<file path="src/rtl/eth_test_frame_gen.sv">
// eth_test_frame_gen: synthetic Ethernet frame source for the 10G MAC AXI-Stream TX port.
// Emits fixed-header frames with a 32-bit sequence number and a byte-index payload.
//
// Ports:
//   clk, rst_n          core clock, asynchronous active-low reset
//   start, stop         run control pulses (start honoured only when idle)
//   frame_len           frame length in bytes without FCS, clamped to [60, 9600]
//   ifg_cycles          idle cycles between frames
//   burst_count         frames per run, 0 = continuous
//   busy, frames_sent   run status
//   m_axis_*            64-bit AXI-Stream master towards the MAC
//   err_inject          only with TEST_GEN_ERR_INJECT_EN: arm one FCS error (tuser on tlast)
module eth_test_frame_gen #(
    parameter logic [47:0] DST_MAC   = 48'hFFFF_FFFF_FFFF,
    parameter logic [47:0] SRC_MAC   = 48'h000A_3500_0001,
    parameter logic [15:0] ETHERTYPE = 16'h88B5,
    parameter int          CNT_WIDTH = 32
) (
    input  logic                 clk,
    input  logic                 rst_n,
    input  logic                 start,
    input  logic                 stop,
    input  logic [13:0]          frame_len,
    input  logic [7:0]           ifg_cycles,
    input  logic [CNT_WIDTH-1:0] burst_count,
`ifdef TEST_GEN_ERR_INJECT_EN
    input  logic                 err_inject,
`endif
    output logic                 busy,
    output logic [CNT_WIDTH-1:0] frames_sent,
    output logic                 m_axis_tvalid,
    input  logic                 m_axis_tready,
    output logic [63:0]          m_axis_tdata,
    output logic [7:0]           m_axis_tkeep,
    output logic                 m_axis_tlast,
    output logic                 m_axis_tuser
);

    typedef enum logic [1:0] {S_IDLE, S_FRAME, S_GAP} state_t;

    state_t               state, state_d;
    logic [10:0]          beat, nbeats;
    logic [7:0]           keep_last;
    logic [31:0]          seq, seq_d;
    logic                 stop_pend;
    logic [7:0]           gap_cnt;

    logic                 accept, last_acc, stop_any, run_done;
    logic [CNT_WIDTH-1:0] fs_inc;
    logic                 load, adv;
    logic [13:0]          len_c, len_p7;
    logic [10:0]          nb_c, nb_sel, beat_nx;
    logic [7:0]           keep_c, keep_sel;
    logic                 tlast_nx, tvalid_d, tlast_d;
    logic [63:0]          data_nx;

    // Header is bytes 0..17, payload byte n carries n[7:0].
    function automatic logic [63:0] beat_data(input logic [10:0] k,
                                              input logic [31:0] sq);
        logic [143:0] hdr;
        logic [13:0]  n;
        logic [63:0]  d;
        int           idx;
        hdr = {DST_MAC, SRC_MAC, ETHERTYPE, sq};
        d   = '0;
        for (int i = 0; i < 8; i++) begin
            n = {k, i[2:0]};
            if (n < 14'd18) begin
                idx = 17 - int'(n);
                d[8*i +: 8] = hdr[8*idx +: 8];
            end else begin
                d[8*i +: 8] = n[7:0];
            end
        end
        return d;
    endfunction

    assign accept   = m_axis_tvalid & m_axis_tready;
    assign last_acc = accept & m_axis_tlast;
    assign stop_any = stop_pend | stop;
    assign fs_inc   = frames_sent + 1'b1;
    assign run_done = stop_any ||
                      (burst_count != '0 && fs_inc == burst_count);

    assign len_c  = (frame_len < 14'd60)   ? 14'd60   :
                    (frame_len > 14'd9600) ? 14'd9600 : frame_len;
    assign len_p7 = len_c + 14'd7;
    assign nb_c   = len_p7[13:3];
    // Shift by (8 - L%8) mod 8: a full last beat needs no shift.
    assign keep_c = 8'hFF >> (3'd0 - len_c[2:0]);

    always_comb begin
        state_d = state;
        load    = 1'b0;
        adv     = 1'b0;
        unique case (state)
            S_IDLE: begin
                if (start) begin
                    state_d = S_FRAME;
                    load    = 1'b1;
                end
            end
            S_FRAME: begin
                if (last_acc) begin
                    if (run_done)
                        state_d = S_IDLE;
                    else if (ifg_cycles == 8'd0)
                        load = 1'b1;
                    else
                        state_d = S_GAP;
                end else if (accept) begin
                    adv = 1'b1;
                end
            end
            S_GAP: begin
                if (stop_any) begin
                    state_d = S_IDLE;
                end else if (gap_cnt == 8'd1) begin
                    state_d = S_FRAME;
                    load    = 1'b1;
                end
            end
            default: state_d = S_IDLE;
        endcase
    end

    always_comb begin
        if (state == S_IDLE)
            seq_d = start ? 32'd0 : seq;
        else
            seq_d = last_acc ? seq + 32'd1 : seq;
        nb_sel   = load ? nb_c : nbeats;
        keep_sel = load ? keep_c : keep_last;
        beat_nx  = load ? 11'd0 : beat + 11'd1;
        tlast_nx = (beat_nx == nb_sel - 11'd1);
        data_nx  = beat_data(beat_nx, seq_d);
        tvalid_d = m_axis_tvalid;
        tlast_d  = m_axis_tlast;
        if (load | adv) begin
            tvalid_d = 1'b1;
            tlast_d  = tlast_nx;
        end else if (last_acc) begin
            tvalid_d = 1'b0;
            tlast_d  = 1'b0;
        end
    end

    always_ff @(posedge clk or negedge rst_n) begin
        if (!rst_n) begin
            state         <= S_IDLE;
            busy          <= 1'b0;
            frames_sent   <= '0;
            seq           <= '0;
            stop_pend     <= 1'b0;
            gap_cnt       <= '0;
            beat          <= '0;
            nbeats        <= '0;
            keep_last     <= '0;
            m_axis_tvalid <= 1'b0;
            m_axis_tdata  <= '0;
            m_axis_tkeep  <= '0;
            m_axis_tlast  <= 1'b0;
        end else begin
            state         <= state_d;
            busy          <= (state_d != S_IDLE);
            seq           <= seq_d;
            m_axis_tvalid <= tvalid_d;
            m_axis_tlast  <= tlast_d;
            if (state == S_IDLE) begin
                stop_pend <= 1'b0;
                if (start)
                    frames_sent <= '0;
            end else begin
                stop_pend <= (state_d != S_IDLE) & stop_any;
                if (last_acc)
                    frames_sent <= fs_inc;
            end
            if (state == S_FRAME && last_acc)
                gap_cnt <= ifg_cycles;
            else if (state == S_GAP)
                gap_cnt <= gap_cnt - 8'd1;
            if (load) begin
                nbeats    <= nb_c;
                keep_last <= keep_c;
            end
            if (load | adv) begin
                beat         <= beat_nx;
                m_axis_tdata <= data_nx;
                m_axis_tkeep <= tlast_nx ? keep_sel : 8'hFF;
            end
        end
    end

`ifdef TEST_GEN_ERR_INJECT_EN
    logic err_armed, err_armed_d;

    // A pulse landing on the errored beat's acceptance arms the next frame.
    assign err_armed_d = (err_armed & ~(last_acc & m_axis_tuser)) | err_inject;

    always_ff @(posedge clk or negedge rst_n) begin
        if (!rst_n) begin
            err_armed    <= 1'b0;
            m_axis_tuser <= 1'b0;
        end else begin
            err_armed    <= err_armed_d;
            m_axis_tuser <= tvalid_d & tlast_d & err_armed_d;
        end
    end
`else
    assign m_axis_tuser = 1'b0;
`endif

endmodule

</file>
<file path="config.mk">
export PLATFORM = sky130hd
export DESIGN_NAME = eth_test_frame_gen
export DESIGN_NICKNAME = d
export VERILOG_FILES = /design/src/rtl/eth_test_frame_gen.sv
export SDC_FILE = /design/constraint.sdc
export NUM_CORES = 1
export LEC_CHECK = 0
export ABC_AREA = 1
export CAP_MARGIN = 10
export CORE_ASPECT_RATIO = 1.2
export CORE_MARGIN = 1.5
export CORE_UTILIZATION = 45
export DETAILED_ROUTE_END_ITERATION = 12
export PLACE_DENSITY_LB_ADDON = 0.2
export SYNTH_ARGS = -nofsm -noshare
export SYNTH_HDL_FRONTEND = slang
export SYNTH_SLANG_ARGS = --single-unit
</file>
<file path="constraint.sdc">
create_clock -name clk -period 6.3 [get_ports clk]
set_input_delay 1.26 -clock clk [delete_from_list [all_inputs] [get_ports clk]]
set_output_delay 1.26 -clock clk [all_outputs]
set_load 0.02 [all_outputs]
</file>
# ---- Word level (Yosys, flattened, before mapping)
# Cells that the tools add are included.
dict set report totals {
  reg_bits 180
  inputBits 59
  output_inout_bits 108
  wordCells 112
}
dict set report op_classes {
  n_addsub 15
  n_lt_le_gt_ge 10
  eq_ne 6
  shifts 9
  n_mux 43
  bitwise_logic 5
  reduce_logical 11
}
# cell count
set op_table {}
lappend op_table {{144-bit by 18-bit variable part select with 8-bit output} 8}
lappend op_table {{32-bit 2-to-1 mux} 6}
lappend op_table {{5-bit by 14-bit subtractor with 15-bit output, first input constant} 8}
lappend op_table {{14-bit by 5-bit less-than comparator with 1-bit output, second input constant} 8}
lappend op_table {{8-bit 2-to-1 mux} 12}
lappend op_table {{32-bit by 1-bit adder with 32-bit output, second input constant} 2}
lappend op_table {{32-bit == test} 1}
lappend op_table {{32-bit nonzero test} 1}
lappend op_table {{14-bit 2-to-1 mux} 2}
lappend op_table {{11-bit 2-to-1 mux} 2}
lappend op_table {{14-bit by 3-bit adder with 14-bit output, second input constant} 1}
lappend op_table {{14-bit greater-than comparator, second input constant} 1}
lappend op_table {{14-bit by 6-bit less-than comparator with 1-bit output, second input constant} 1}
lappend op_table {{1-bit 2-to-1 mux} 13}
lappend op_table {{2-bit 2-to-1 mux} 6}
lappend op_table {{11-bit by 1-bit adder with 11-bit output, second input constant} 1}
lappend op_table {{11-bit == test} 1}
lappend op_table {{11-bit by 1-bit subtractor with 11-bit output, second input constant} 1}
lappend op_table {{8-bit by 1-bit == test with 1-bit output, second input constant} 1}
lappend op_table {{8-bit zero test} 1}
lappend op_table {{2-bit nonzero test} 4}
lappend op_table {{8-bit by 3-bit >> shifter with 8-bit output, first input constant} 1}
lappend op_table {{8-bit by 1-bit subtractor with 8-bit output, second input constant} 1}
lappend op_table {{2-bit one-hot mux with 3 select lines} 1}
lappend op_table {{11 further kinds} 15}

# ---- Longest topological paths before layout
# Gate-level depths: netlist of run 1.
dict set report depth {
  ltp_word 11
  ltp_mapped 31
}

# ---- Worst setup path before layout of run 1
# No wires, ideal clock.
dict set report synth_timing {
  kind {input-to-reg}
  startpoint {in m_axis_tready}
  endpoint {reg m_axis_tdata[11]}
  setup_ps 77
  arrival_time_ps 3915
  slack_ps 2308
  path_stages 19
  path_buffers 1
  path_cell_list {nand2_1 nor2_1 inv_1 nor2_2 inv_1 nor2_1 nand3_4 nand2_4 inv_2 buf_6 nand2_2 ha_1 inv_1 o21ai_2 xor2_2 nand2_1 nor3_4 o21ai_0 a21oi_1}
}
dict set report synth_via {
  elab_chain_len 8
}
# item line
set synth_rtl {}
lappend synth_rtl {{start: declaration} 32} ;# input logic m_axis_tready,
lappend synth_rtl {{1-bit AND *} 78} ;# assign accept = m_axis_tvalid & m_axis_tready;
lappend synth_rtl {{1-bit AND} 79} ;# assign last_acc = accept & m_axis_tlast;
lappend synth_rtl {{1-bit 2-to-1 mux} 104} ;# if (last_acc) begin
lappend synth_rtl {{1-bit one-hot mux with 3 select lines} 96} ;# unique case (state)
lappend synth_rtl {{11-bit 2-to-1 mux} 134} ;# beat_nx = load ? 11'd0 : beat + 11'd1;
lappend synth_rtl {{5-bit by 14-bit subtractor with 15-bit output} 69} ;# idx = 17 - int'(n);
lappend synth_rtl {{144-bit by 18-bit variable part select with 8-bit output} 70} ;# d[8*i +: 8] = hdr[8*idx +: 8];
lappend synth_rtl {{8-bit 2-to-1 mux} 68} ;# if (n < 14'd18) begin
lappend synth_rtl {{end signal: assignment} 188} ;# m_axis_tdata <= data_nx;
lappend synth_rtl {{end: declaration} 33} ;# output logic [63:0] m_axis_tdata,
# Mark *: on every way between the ends. The rest lies on a longest branch, timed or not.
# A chain may end at the register's enable or synchronous reset.

# ---- Worst setup path after layout of run 1
dict set report layout_timing {
  startpoint {in m_axis_tready}
  endpoint {reg m_axis_tdata[10]}
}
# The elaborated chain is that of the path after synthesis.

==> impl_summary.log, run 1 <==
INFO  metric outcome = finished clean
INFO  metric multi_input_area = 0.00522 mm²
INFO  metric insertedDiodeCount = 0
INFO  metric clock-skew-final = 18.1 ps
INFO  metric cts_sinks = 160
INFO  metric ant_nets = 0
INFO  metric layout_min_cycle_time = 4960 ps
INFO  metric post-cts-setup-buffer-count = 0
INFO  metric area_growth_syn_to_layout = 23.3%
INFO  metric grt_util_all_layers = 0.255
INFO  metric rows = 60
INFO  metric grt_first_pass_wirelength = 47900 µm
INFO  metric grt_max_degree = 79
INFO  metric floorplan.core_area = 0.0223 mm²
INFO  metric detail_route.drc_violations = 0
INFO  metric vias_in_the_first_global_route = 9577
INFO  metric p_per_area = 174 mW/mm²
INFO  metric worst_setup_path_end_kind = register
INFO  metric grt_overflow_total = 0
INFO  metric timing.critical_path.required = 6660 ps
INFO  metric pre_cts_ws = 947 ps
INFO  metric worst_pin_slew = 998 ps
INFO  metric area.sequential = 0.00400 mm²
INFO  metric crit-reg2reg-launch = frames_sent[0]$_DFFE_PN0P_
INFO  metric worst_hold_path_type = reg2reg
INFO  metric synth.yosys.seq_area_share = 0.394
INFO  metric ys_ff_latch = 160
INFO  metric route.detailed.vias_per_inst = 5.32
INFO  metric post-synth-top-area-cell = sky130_fd_sc_hd__dfrtp_1
INFO  metric initial_utilization = 0.456
INFO  metric clock_latency = 440 ps
INFO  metric power.share.sequential = 0.472
INFO  metric final_hold_viol_count = 0
INFO  metric post_synth.cell_area_avg = 6.98 µm²
INFO  metric post_route_m1_wl = 12500 µm
INFO  metric number_of_placed_instances_with_taps_included = 1864
INFO  metric route.final.wire_length = 29600 µm
INFO  metric switching_fraction_of_total_power = 0.248
INFO  metric final_nets = 1676
INFO  metric total_power = 2180 µW
INFO  metric synth_area = 0.0102 mm²
INFO  metric io_buffers = 165
INFO  metric drive_above_1_share = 0.0600
INFO  metric dp_wirelength = 22600 µm
INFO  metric maxCapViolations = 0
INFO  metric clock_path_buffers = 2
INFO  metric die_y = 168 µm
INFO  metric drt-initial-drc-count = 690
INFO  metric cts_made_buffers = 17
INFO  metric number_of_enable_flip_flop_cells_after_synthesis = 0
INFO  metric holdBufCountCts = 0
INFO  metric met2_wirelength = 14500 µm
INFO  metric fp.dieArea = 0.0235 mm²
INFO  metric highest_clock_frequency_the_design_can_meet = 201 MHz
INFO  metric timing_max_transition_violations_final = 0
INFO  metric wl_met3 = 1440 µm
INFO  metric startpoint = m_axis_tready
INFO  metric yosys-top-cells-area = sky130_fd_sc_hd__dfrtp_1 (39%), sky130_fd_sc_hd__nand2_1 (15%), sky130_fd_sc_hd__nor2_1 (7.4%)
INFO  metric grt_setup_unrepaired = false
INFO  metric power.clock.fraction = 0.473
INFO  metric cts_htree_levels = 4
INFO  metric worst_max_slew_margin_expressed_relative_to_the_limit = 0.334
INFO  metric largest_vdd_supply_drop = 0.205 mV
INFO  metric postSynth.topFlopCell = sky130_fd_sc_hd__dfrtp_1
INFO  metric post-synth-top-area-fraction = 0.394
INFO  metric synth-async-reset-ratio = 1.00
INFO  metric mappedNetlistNets = 1528
INFO  metric number_of_setup_violations_in_the_final_report = 0
INFO  metric setup_slack = 1340 ps
INFO  metric final_layout_fill_cell_count = 2133
INFO  metric combinationalPowerShare = 0.055
INFO  metric ioPinCount = 167
INFO  metric grt_antenna_before_repair = 0
INFO  metric cellInternalPower = 1640 µW
INFO  metric classification_of_the_worst_setup_path = in2reg
INFO  metric cp_data_arrival_time = 5320 ps
INFO  metric wl_per_cell = 15.6 µm
INFO  metric cts-resized-gates = 0
INFO  metric die-width = 140 µm
INFO  metric p_switching = 540 µW
INFO  metric yosys.cell_types.count = 51
INFO  metric route.top_layer_used = met4
INFO  metric setup_tns = 0 ps
INFO  metric power.static_leakage = 0.00636 µW
INFO  metric number_of_vias_after_detailed_routing = 10100
INFO  metric synthesis.yosys.warnings = 0
INFO  metric worst_setup_hold_path_clk_slew = 70 ps
INFO  metric path_max_fanout = 28
INFO  metric root_buffer = sky130_fd_sc_hd__clkbuf_16
INFO  metric stdcell_count = 1896
INFO  metric finalCritPeriodShare = 0.788
INFO  metric firstDrtPassIters = 6
INFO  metric gpl.final_weighted_congestion = 0.949
INFO  metric timing.critical_path.from_type = primary input
INFO  metric min_from = keep_last[0]$_DFF_PN0_
INFO  metric clock_tree_from_tritoncts = built
INFO  metric synthesis.instances = 1456
[routing by layer]
metal  vias up  track usage
met5         -            0
met4         0        0.123
met3        70       0.0335
met2       335        0.437
met1      4689        0.318
li1       5001            -
[power groups by stage]
| stage | clock network (µW) | registers (µW) | logic (µW) |
|---|---|---|---|
| floorplan | 0 | 1050 | 42.3 |
| global placement | 0 | 1050 | 120 |
| detailed placement | 0 | 1050 | 120 |
| CTS | 1050 | 1030 | 121 |
| global route | 1100 | 1030 | 133 |
| finish | 1030 | 1030 | 119 |
[path summary, 6_finish.rpt]
| kind | to | slack (ps) | cells past startpoint |
|---|---|---|---|
| min in group asynchronous | frames_sent[27]$_DFFE_PN0P_ | 720 | 1 |
| worst min-delay path | keep_last[0]$_DFF_PN0_ | 460 | 1 |
| worst max register to register | m_axis_tdata[10]$_DFFE_PN0P_ | 1690 | 24 |
| worst max-delay path | m_axis_tdata[10]$_DFFE_PN0P_ | 1340 | 19 |
| max in group asynchronous | m_axis_tdata[9]$_DFFE_PN0P_ | 4190 | 2 |
| worst min register to register | keep_last[0]$_DFF_PN0_ | 460 | 1 |
[logic make-up after synthesis]
| kind of cell | Yosys count | synth area share |
|---|---|---|
| buffers and inverters | 220 | 0.0921 |
| adder cells (fa/ha/maj) | 13 | 0.0160 |
| multiplexers | 5 | 0.00492 |
| AND/OR/NAND/NOR | 860 | 0.374 |
| other | 1 | 0.000369 |
| flip-flops | 160 | 0.394 |
| AO/OA/AOI/OAI | 172 | 0.0942 |
| XOR/XNOR | 25 | 0.0250 |
[registers in the layout, summed over array words and instances, names as in the netlist]
register       count
busy               1
frames_sent       32
keep_last          8
stop_pend          1
seq               32
m_axis_tkeep       8
state              2
m_axis_tlast       1
nbeats            11
gap_cnt            8
m_axis_tvalid      1
beat              11
m_axis_tdata      44
[through the flow]
stage | hold WS (ps) | cell area (µm²) | util
floorplan | 427 | 10200 | -
global placement | 450 | 12000 | 0.536
detailed placement | 442 | 12000 | 0.536
CTS | 468 | 12500 | 0.562
global route | 489 | 12500 | 0.562
finish | 462 | 12500 | 0.562
[worst max-delay path, stage by stage]
cell and delay [ps]:
sky130_fd_sc_hd__clkdlybuf4s50_1 460, sky130_fd_sc_hd__nand2_1 100, sky130_fd_sc_hd__nor2_1 260, sky130_fd_sc_hd__inv_1 180, sky130_fd_sc_hd__nor2_2 310, sky130_fd_sc_hd__inv_1 150
sky130_fd_sc_hd__nor2_1 210, sky130_fd_sc_hd__nand3_4 230, sky130_fd_sc_hd__nand2_4 340, sky130_fd_sc_hd__inv_2 180, sky130_fd_sc_hd__nand2_2 170, sky130_fd_sc_hd__ha_1 160
sky130_fd_sc_hd__inv_1 60, sky130_fd_sc_hd__o21ai_2 200, sky130_fd_sc_hd__xor2_2 260, sky130_fd_sc_hd__nand2_1 160, sky130_fd_sc_hd__nor3_4 330, sky130_fd_sc_hd__nand2_1 150
sky130_fd_sc_hd__o21ai_1 140
[cells in the mapped netlist (all sizes together) (5+ instances only)]
| cell type | instances |
|---|---|
| o21ai | 85 |
| ha | 13 |
| o22ai | 26 |
| nor2 | 221 |
| a21oi | 39 |
| mux2i | 5 |
| nor3 | 15 |
| xor2 | 17 |
| and2 | 5 |
| nand2 | 423 |
| nand3b | 28 |
| nand3 | 133 |
| inv | 172 |
| buf | 29 |
| clkbuf | 18 |
| xnor2 | 6 |
| nand4 | 21 |
| dfrtp | 160 |
| nor4 | 9 |
[placed cells by master (no fill, tap or decap), types with 17 or more instances in the layout]
master / count
sky130_fd_sc_hd__a21oi_1: 39
sky130_fd_sc_hd__nand3_1: 128
sky130_fd_sc_hd__nand3b_1: 28
sky130_fd_sc_hd__o22ai_1: 26
sky130_fd_sc_hd__clkbuf_16: 17
sky130_fd_sc_hd__inv_1: 165
sky130_fd_sc_hd__clkdlybuf4s50_1: 164
sky130_fd_sc_hd__o21ai_0: 70
sky130_fd_sc_hd__dfrtp_1: 160
sky130_fd_sc_hd__nand2_1: 410
sky130_fd_sc_hd__nand4_1: 21
sky130_fd_sc_hd__nor2_1: 201
[cell type report]
type / count / area share
clock buffers: 17 / 0.0339
clock inverters: 15 / 0.0116
inverters: 173 / 0.0518
multi-input cells: 1076 / 0.417
flip-flops and latches: 160 / 0.319
well taps: 279 / 0.0279
repair buffers: 176 / 0.138
(Power assumes the default switching activity.)
==> run 2, diff against run 1 <==
- clock period: 6.3 -> 4.5 ns (I/O delays scaled with it)
==> impl_summary.log, run 2 (same netlist as run 1, synthesis figures left out) <==
INFO  metric timing.critical_path.from_type = register
INFO  metric clock_latency = 440 ps
INFO  metric maxCapViolations = 0
INFO  metric worst_setup_hold_path_clk_slew = 70 ps
INFO  metric io_buffers = 165
INFO  metric firstDrtPassIters = 5
INFO  metric layout_min_cycle_time = 4130 ps
INFO  metric timing_max_transition_violations_final = 0
INFO  metric power.clock.fraction = 0.478
INFO  metric classification_of_the_worst_setup_path = reg2reg
INFO  metric cts_made_buffers = 17
INFO  metric area_growth_syn_to_layout = 25.5%
INFO  metric ioPinCount = 167
INFO  metric pre_cts_ws = -110 ps
INFO  metric vias_in_the_first_global_route = 9586
INFO  metric dpl-instance-area = 0.0121 mm²
INFO  metric route.detailed.vias_per_inst = 5.24
INFO  metric cts_sinks = 160
INFO  metric ant_nets = 0
INFO  metric timing.critical_path.required = 4850 ps
INFO  metric insertedDiodeCount = 0
INFO  metric grt_util_all_layers = 0.258
INFO  metric grt_overflow_total = 0
INFO  metric floorplan.core_area = 0.0223 mm²
INFO  metric combinationalPowerShare = 0.055
INFO  metric grt_antenna_before_repair = 0
INFO  metric final_hold_viol_count = 0
INFO  metric final_cell_mix = sky130_fd_sc_hd__nand2_1 (410), sky130_fd_sc_hd__nor2_1 (198), sky130_fd_sc_hd__inv_1 (165), sky130_fd_sc_hd__clkdlybuf4s50_1 (164), sky130_fd_sc_hd__dfrtp_1 (159)
INFO  metric die-width = 140 µm
INFO  metric clock-skew-final = 10.6 ps
INFO  metric switching_fraction_of_total_power = 0.235
INFO  metric grt_first_pass_wirelength = 48400 µm
INFO  metric cts_htree_levels = 4
INFO  metric drive_above_1_share = 0.0739
INFO  metric cellInternalPower = 2360 µW
INFO  metric wl_per_cell = 15.3 µm
INFO  metric stdcell_count = 1917
INFO  metric p_switching = 725 µW
INFO  metric die_y = 168 µm
INFO  metric cp_data_arrival_time = 4480 ps
INFO  metric outcome = finished clean
INFO  metric highest_clock_frequency_the_design_can_meet = 242 MHz
INFO  metric dp_wirelength = 22600 µm
INFO  metric registers.top_by_ff_count = m_axis_tdata
INFO  metric clock_path_buffers = 2
INFO  metric largest_register_ff_count = 44
INFO  metric setup_slack = 373 ps
INFO  metric most_common_cell_after_layout_fill_and_taps_aside = sky130_fd_sc_hd__nand2_1
INFO  metric power.share.sequential = 0.467
INFO  metric number_of_placed_instances_with_taps_included = 1880
INFO  metric worst_max_slew_margin_expressed_relative_to_the_limit = 0.472
INFO  metric worst_hold_path_type = reg2reg
INFO  metric p_per_area = 242 mW/mm²
INFO  metric finalCritPeriodShare = 0.917
INFO  metric gpl.final_weighted_congestion = 0.915
INFO  metric clock_tree_from_tritoncts = built
INFO  metric worst_setup_path_end_kind = register
INFO  metric final_nets = 1697
INFO  metric largest_vdd_supply_drop = 0.276 mV
INFO  metric grt_setup_unrepaired = false
INFO  metric detail_route.drc_violations = 0
INFO  metric rows = 60
INFO  metric post-route-cell-area = 0.0128 mm²
INFO  metric number_of_vias_after_detailed_routing = 10100
INFO  metric power.static_leakage = 0.00646 µW
INFO  metric total_power = 3080 µW
INFO  metric initial_utilization = 0.456
INFO  metric worst_pin_slew = 793 ps
INFO  metric number_of_setup_violations_in_the_final_report = 0
INFO  metric fp.dieArea = 0.0235 mm²
INFO  metric setup_tns = 0 ps
INFO  metric route.final.wire_length = 29400 µm
INFO  metric reg.largest.list = m_axis_tdata: 44 flops, frames_sent: 32 flops, seq: 32 flops
INFO  metric drt-initial-drc-count = 599
INFO  metric grt_max_degree = 82
INFO  metric path_max_fanout = 12
INFO  metric root_buffer = sky130_fd_sc_hd__clkbuf_16
-- run 2: cell types whose count changed in the layout (fill, tap and decap cells not counted), moves of 2 or more --
cell and change:
sky130_fd_sc_hd__buf_4 +20, sky130_fd_sc_hd__nor2_1 -3, sky130_fd_sc_hd__clkinv_2 -2, sky130_fd_sc_hd__clkinv_4 +2, sky130_fd_sc_hd__inv_6 -2, sky130_fd_sc_hd__inv_8 -2
sky130_fd_sc_hd__nor2_4 +2
-- run 2: layer usage --
| layer | part of all wire | up-vias | wire length, µm | track usage |
|---|---|---|---|---|
| li1 | - | 5029 | - | - |
| met1 | 0.43 | 4715 | 12600 | 0.319 |
| met2 | 0.51 | 265 | 14900 | 0.461 |
| met3 | 0.040 | 44 | 1180 | 0.0366 |
| met4 | 0.025 | 0 | 723 | 0.0865 |
| met5 | 0 | - | 0 | 0 |
-- run 2: path summary, 6_finish.rpt --
path / startpoint / endpoint / slack (ps) / cells after the start
min in group asynchronous: rst_n / frames_sent[29]$_DFFE_PN0P_ / 500 / 1
setup reg to reg: frames_sent[9]$_DFFE_PN0P_ / m_axis_tdata[1]$_DFFE_PN0P_ / 370 / 25
max in group asynchronous: rst_n / m_axis_tvalid$_DFFE_PN0P_ / 3100 / 2
hold reg to reg: keep_last[0]$_DFF_PN0_ / keep_last[0]$_DFF_PN0_ / 470 / 1
setup / recovery: frames_sent[9]$_DFFE_PN0P_ / m_axis_tdata[1]$_DFFE_PN0P_ / 370 / 25
hold / removal: keep_last[0]$_DFF_PN0_ / keep_last[0]$_DFF_PN0_ / 470 / 1
-- run 2: final cells by class --
cell class / instances / area (µm²)
fillers: 2118 / 9550
multi-input cells: 1076 / 5250
flip-flops and latches: 160 / 4010
repair buffers: 197 / 1910
inverters: 173 / 649
clock buffers: 19 / 443
well taps: 279 / 349
clock inverters: 13 / 150
-- run 2: power by group through the flow --
stage	Sequential, µW	Combinational, µW	Clock [µW]
after floorplan	1470	59.2	0
after global placement	1460	173	0
after detailed placement	1460	173	0
after CTS	1440	174	1500
after global routing	1440	190	1560
final	1440	171	1470
-- run 2: what timing repair did --
action                     4_1_cts  5_1_grt
setup endpoints to repair        0       24
hold buffers                     0        0
setup buffers                    0        5
gates resized for setup          0        7
-- run 2: metrics by stage --
step,util,hold slack (ps)
floorplan,-,427
global placement,0.542,455
detailed placement,0.542,449
CTS,0.569,474
global route,0.572,488
finish,0.572,473
-- run 2: critical path: stages, from the launching register on --
cell and delay (ps):
sky130_fd_sc_hd__dfrtp_1 440, sky130_fd_sc_hd__nand2_1 150, sky130_fd_sc_hd__nor2_1 270, sky130_fd_sc_hd__nand2_1 100, sky130_fd_sc_hd__nor2_1 270, sky130_fd_sc_hd__nand2_1 110, sky130_fd_sc_hd__nand2_1 90, sky130_fd_sc_hd__nand2_1 70
sky130_fd_sc_hd__nand2_1 60, sky130_fd_sc_hd__nand2_1 40, sky130_fd_sc_hd__nor2_1 120, sky130_fd_sc_hd__nand2_1 90, sky130_fd_sc_hd__nor2_1 150, sky130_fd_sc_hd__nand3_2 140, sky130_fd_sc_hd__nand3_4 150, sky130_fd_sc_hd__nand2_4 140
sky130_fd_sc_hd__inv_2 90, sky130_fd_sc_hd__nand2_2 120, sky130_fd_sc_hd__ha_1 250, sky130_fd_sc_hd__inv_1 100, sky130_fd_sc_hd__o21ai_2 80, sky130_fd_sc_hd__xor2_2 150, sky130_fd_sc_hd__nand2_1 130, sky130_fd_sc_hd__nor3_4 350
sky130_fd_sc_hd__nand2_1 190, sky130_fd_sc_hd__o21ai_1 170
==> run 3, diff against run 2 <==
- CORE_UTILIZATION: 45 -> 49
==> impl_summary.log, run 3 (same netlist as run 1, synthesis figures left out) <==
INFO  metric outcome = finished clean
INFO  metric power.static_leakage = 0.00650 µW
INFO  metric highest_clock_frequency_the_design_can_meet = 242 MHz
INFO  metric dp_wirelength = 22700 µm
INFO  metric finalCritPeriodShare = 0.917
INFO  metric cts_htree_levels = 4
INFO  metric fp.dieArea = 0.0216 mm²
INFO  metric final_nets = 1703
INFO  metric ioPinCount = 167
INFO  metric drive_above_1_share = 0.0785
INFO  metric area.sequential = 0.00401 mm²
INFO  metric cp_data_arrival_time = 4480 ps
INFO  metric grt_overflow_total = 0
INFO  metric holdBufCountCts = 0
INFO  metric worst_setup_path_end_kind = register
INFO  metric clock-skew-final = 16.6 ps
INFO  metric worst_max_slew_margin_expressed_relative_to_the_limit = 0.467
INFO  metric ant_nets = 0
INFO  metric layout_min_cycle_time = 4130 ps
INFO  metric wl_per_cell = 15.4 µm
INFO  metric floorplan.core_area = 0.0203 mm²
INFO  metric area_growth_syn_to_layout = 25.7%
INFO  metric cts_sinks = 160
INFO  metric total_power = 3070 µW
INFO  metric path_max_fanout = 9
INFO  metric timing.critical_path.required = 4860 ps
INFO  metric detail_route.drc_violations = 0
INFO  metric largest_register_ff_count = 44
INFO  metric largest_vdd_supply_drop = 0.344 mV
INFO  metric setup_slack = 375 ps
INFO  metric grt_util_all_layers = 0.282
INFO  metric die-width = 134 µm
INFO  metric route.final.wire_length = 29500 µm
INFO  metric timing.critical_path.from_type = register
INFO  metric number_of_vias_after_detailed_routing = 10200
INFO  metric timing_max_transition_violations_final = 0
INFO  metric cts_made_buffers = 17
INFO  metric die_y = 161 µm
INFO  metric clock_latency = 440 ps
INFO  metric hold_slack = 460 ps
INFO  metric firstDrtPassIters = 7
INFO  metric worst_hold_path_type = reg2reg
INFO  metric maxCapViolations = 0
INFO  metric grt_max_degree = 86
INFO  metric drt-initial-drc-count = 718
INFO  metric final_cell_mix = sky130_fd_sc_hd__nand2_1 (410), sky130_fd_sc_hd__nor2_1 (197), sky130_fd_sc_hd__inv_1 (165), sky130_fd_sc_hd__clkdlybuf4s50_1 (164), sky130_fd_sc_hd__dfrtp_1 (158)
INFO  metric pre_cts_ws = 13.5 ps
INFO  metric p_per_area = 240 mW/mm²
INFO  metric grt_antenna_before_repair = 0
INFO  metric stdcell_count = 1909
INFO  metric number_of_setup_violations_in_the_final_report = 0
INFO  metric classification_of_the_worst_setup_path = reg2reg
INFO  metric number_of_placed_instances_with_taps_included = 1872
INFO  metric final_layout_fill_cell_count = 1889
INFO  metric io_buffers = 165
INFO  metric clock_path_buffers = 2
INFO  metric worst_setup_hold_path_clk_slew = 70 ps
INFO  metric finalCoreUtilization = 0.629
INFO  metric grt_first_pass_wirelength = 48600 µm
INFO  metric multi_input_area = 0.00525 mm²
INFO  metric clock_tree_from_tritoncts = built
INFO  metric worst_pin_slew = 799 ps
INFO  metric gpl.final_weighted_congestion = 0.943
INFO  metric initial_utilization = 0.500
INFO  metric rows = 57
INFO  metric most_common_cell_after_layout_fill_and_taps_aside = sky130_fd_sc_hd__nand2_1
INFO  metric route.detailed.vias_per_inst = 5.36
INFO  metric insertedDiodeCount = 0
INFO  metric vias_in_the_first_global_route = 9899
INFO  metric root_buffer = sky130_fd_sc_hd__clkbuf_16
INFO  metric reg.largest.list = m_axis_tdata: 44 flops, frames_sent: 32 flops, seq: 32 flops
INFO  metric registers.top_by_ff_count = m_axis_tdata
INFO  metric final_hold_viol_count = 0
[run 3: critical path, cell delays in order (launching register included)]
cell and delay [ps]:
sky130_fd_sc_hd__dfrtp_2 430, sky130_fd_sc_hd__ha_1 220, sky130_fd_sc_hd__nand2_2 100, sky130_fd_sc_hd__nor2_4 220
sky130_fd_sc_hd__nand2_1 170, sky130_fd_sc_hd__nor2_4 180, sky130_fd_sc_hd__nand3_1 90, sky130_fd_sc_hd__nand3_1 140
sky130_fd_sc_hd__nand2_1 80, sky130_fd_sc_hd__inv_1 60, sky130_fd_sc_hd__nand3_1 120, sky130_fd_sc_hd__nor2_1 150
sky130_fd_sc_hd__nand3_2 150, sky130_fd_sc_hd__nand3_4 150, sky130_fd_sc_hd__buf_12 130, sky130_fd_sc_hd__nand3_1 160
sky130_fd_sc_hd__inv_1 130, sky130_fd_sc_hd__ha_1 150, sky130_fd_sc_hd__inv_1 50, sky130_fd_sc_hd__o21ai_2 170
sky130_fd_sc_hd__xor2_2 170, sky130_fd_sc_hd__nand2_1 120, sky130_fd_sc_hd__nor3_4 360, sky130_fd_sc_hd__nand2_1 190
sky130_fd_sc_hd__o21ai_1 170
[run 3: timing repair]
action / 4_1_cts / 5_1_grt
resized for setup: 0 / 9
endpoints found under the setup margin: 0 / 40
buffers inserted: 0 / 5
[run 3: worst paths after layout]
check / startpoint / endpoint / slack [ps] / cells past startpoint
setup / recovery: frames_sent[0]$_DFFE_PN0P_ / m_axis_tdata[9]$_DFFE_PN0P_ / 370 / 24
hold / removal: keep_last[0]$_DFF_PN0_ / keep_last[0]$_DFF_PN0_ / 460 / 1
setup reg to reg: frames_sent[0]$_DFFE_PN0P_ / m_axis_tdata[9]$_DFFE_PN0P_ / 370 / 24
hold reg to reg: keep_last[0]$_DFF_PN0_ / keep_last[0]$_DFF_PN0_ / 460 / 1
max in group asynchronous: rst_n / m_axis_tdata[57]$_DFFE_PN0P_ / 3060 / 2
min in group asynchronous: rst_n / frames_sent[13]$_DFFE_PN0P_ / 530 / 1
[run 3: cell type report]
cell class / count / share of cell area
multi-input combinational: 1076 / 0.411
sequential: 160 / 0.313
timing repair buffer: 203 / 0.153
inverter: 173 / 0.0508
clock buffer: 21 / 0.0368
tap: 265 / 0.0259
clock inverter: 11 / 0.00940
[run 3: power by group]
group | switching (µW) | internal (µW) | total (µW)
Sequential | 0.00000000000000501 | 1440 | 1440
Combinational | 93.0 | 74.9 | 168
Clock | 645 | 823 | 1470
[run 3: per-stage QoR]
stage | setup TNS, ps | cell area, µm²
3_3_place_gp | 0 | 12100
6_report | 0 | 12800
5_1_grt | -164 | 12800
2_1_floorplan | 0 | 10200
3_5_place_dp | 0 | 12100
4_1_cts | 0 | 12700
[run 3: layer usage]
| layer | wire [µm] | GRT usage | part of all wire | vias up |
|---|---|---|---|---|
| li1 | - | - | - | 5049 |
| met5 | 0 | 0 | 0 | - |
| met3 | 1510 | 0.0366 | 0.051 | 61 |
| met4 | 869 | 0.120 | 0.029 | 0 |
| met1 | 12300 | 0.357 | 0.42 | 4776 |
| met2 | 14800 | 0.485 | 0.50 | 351 |
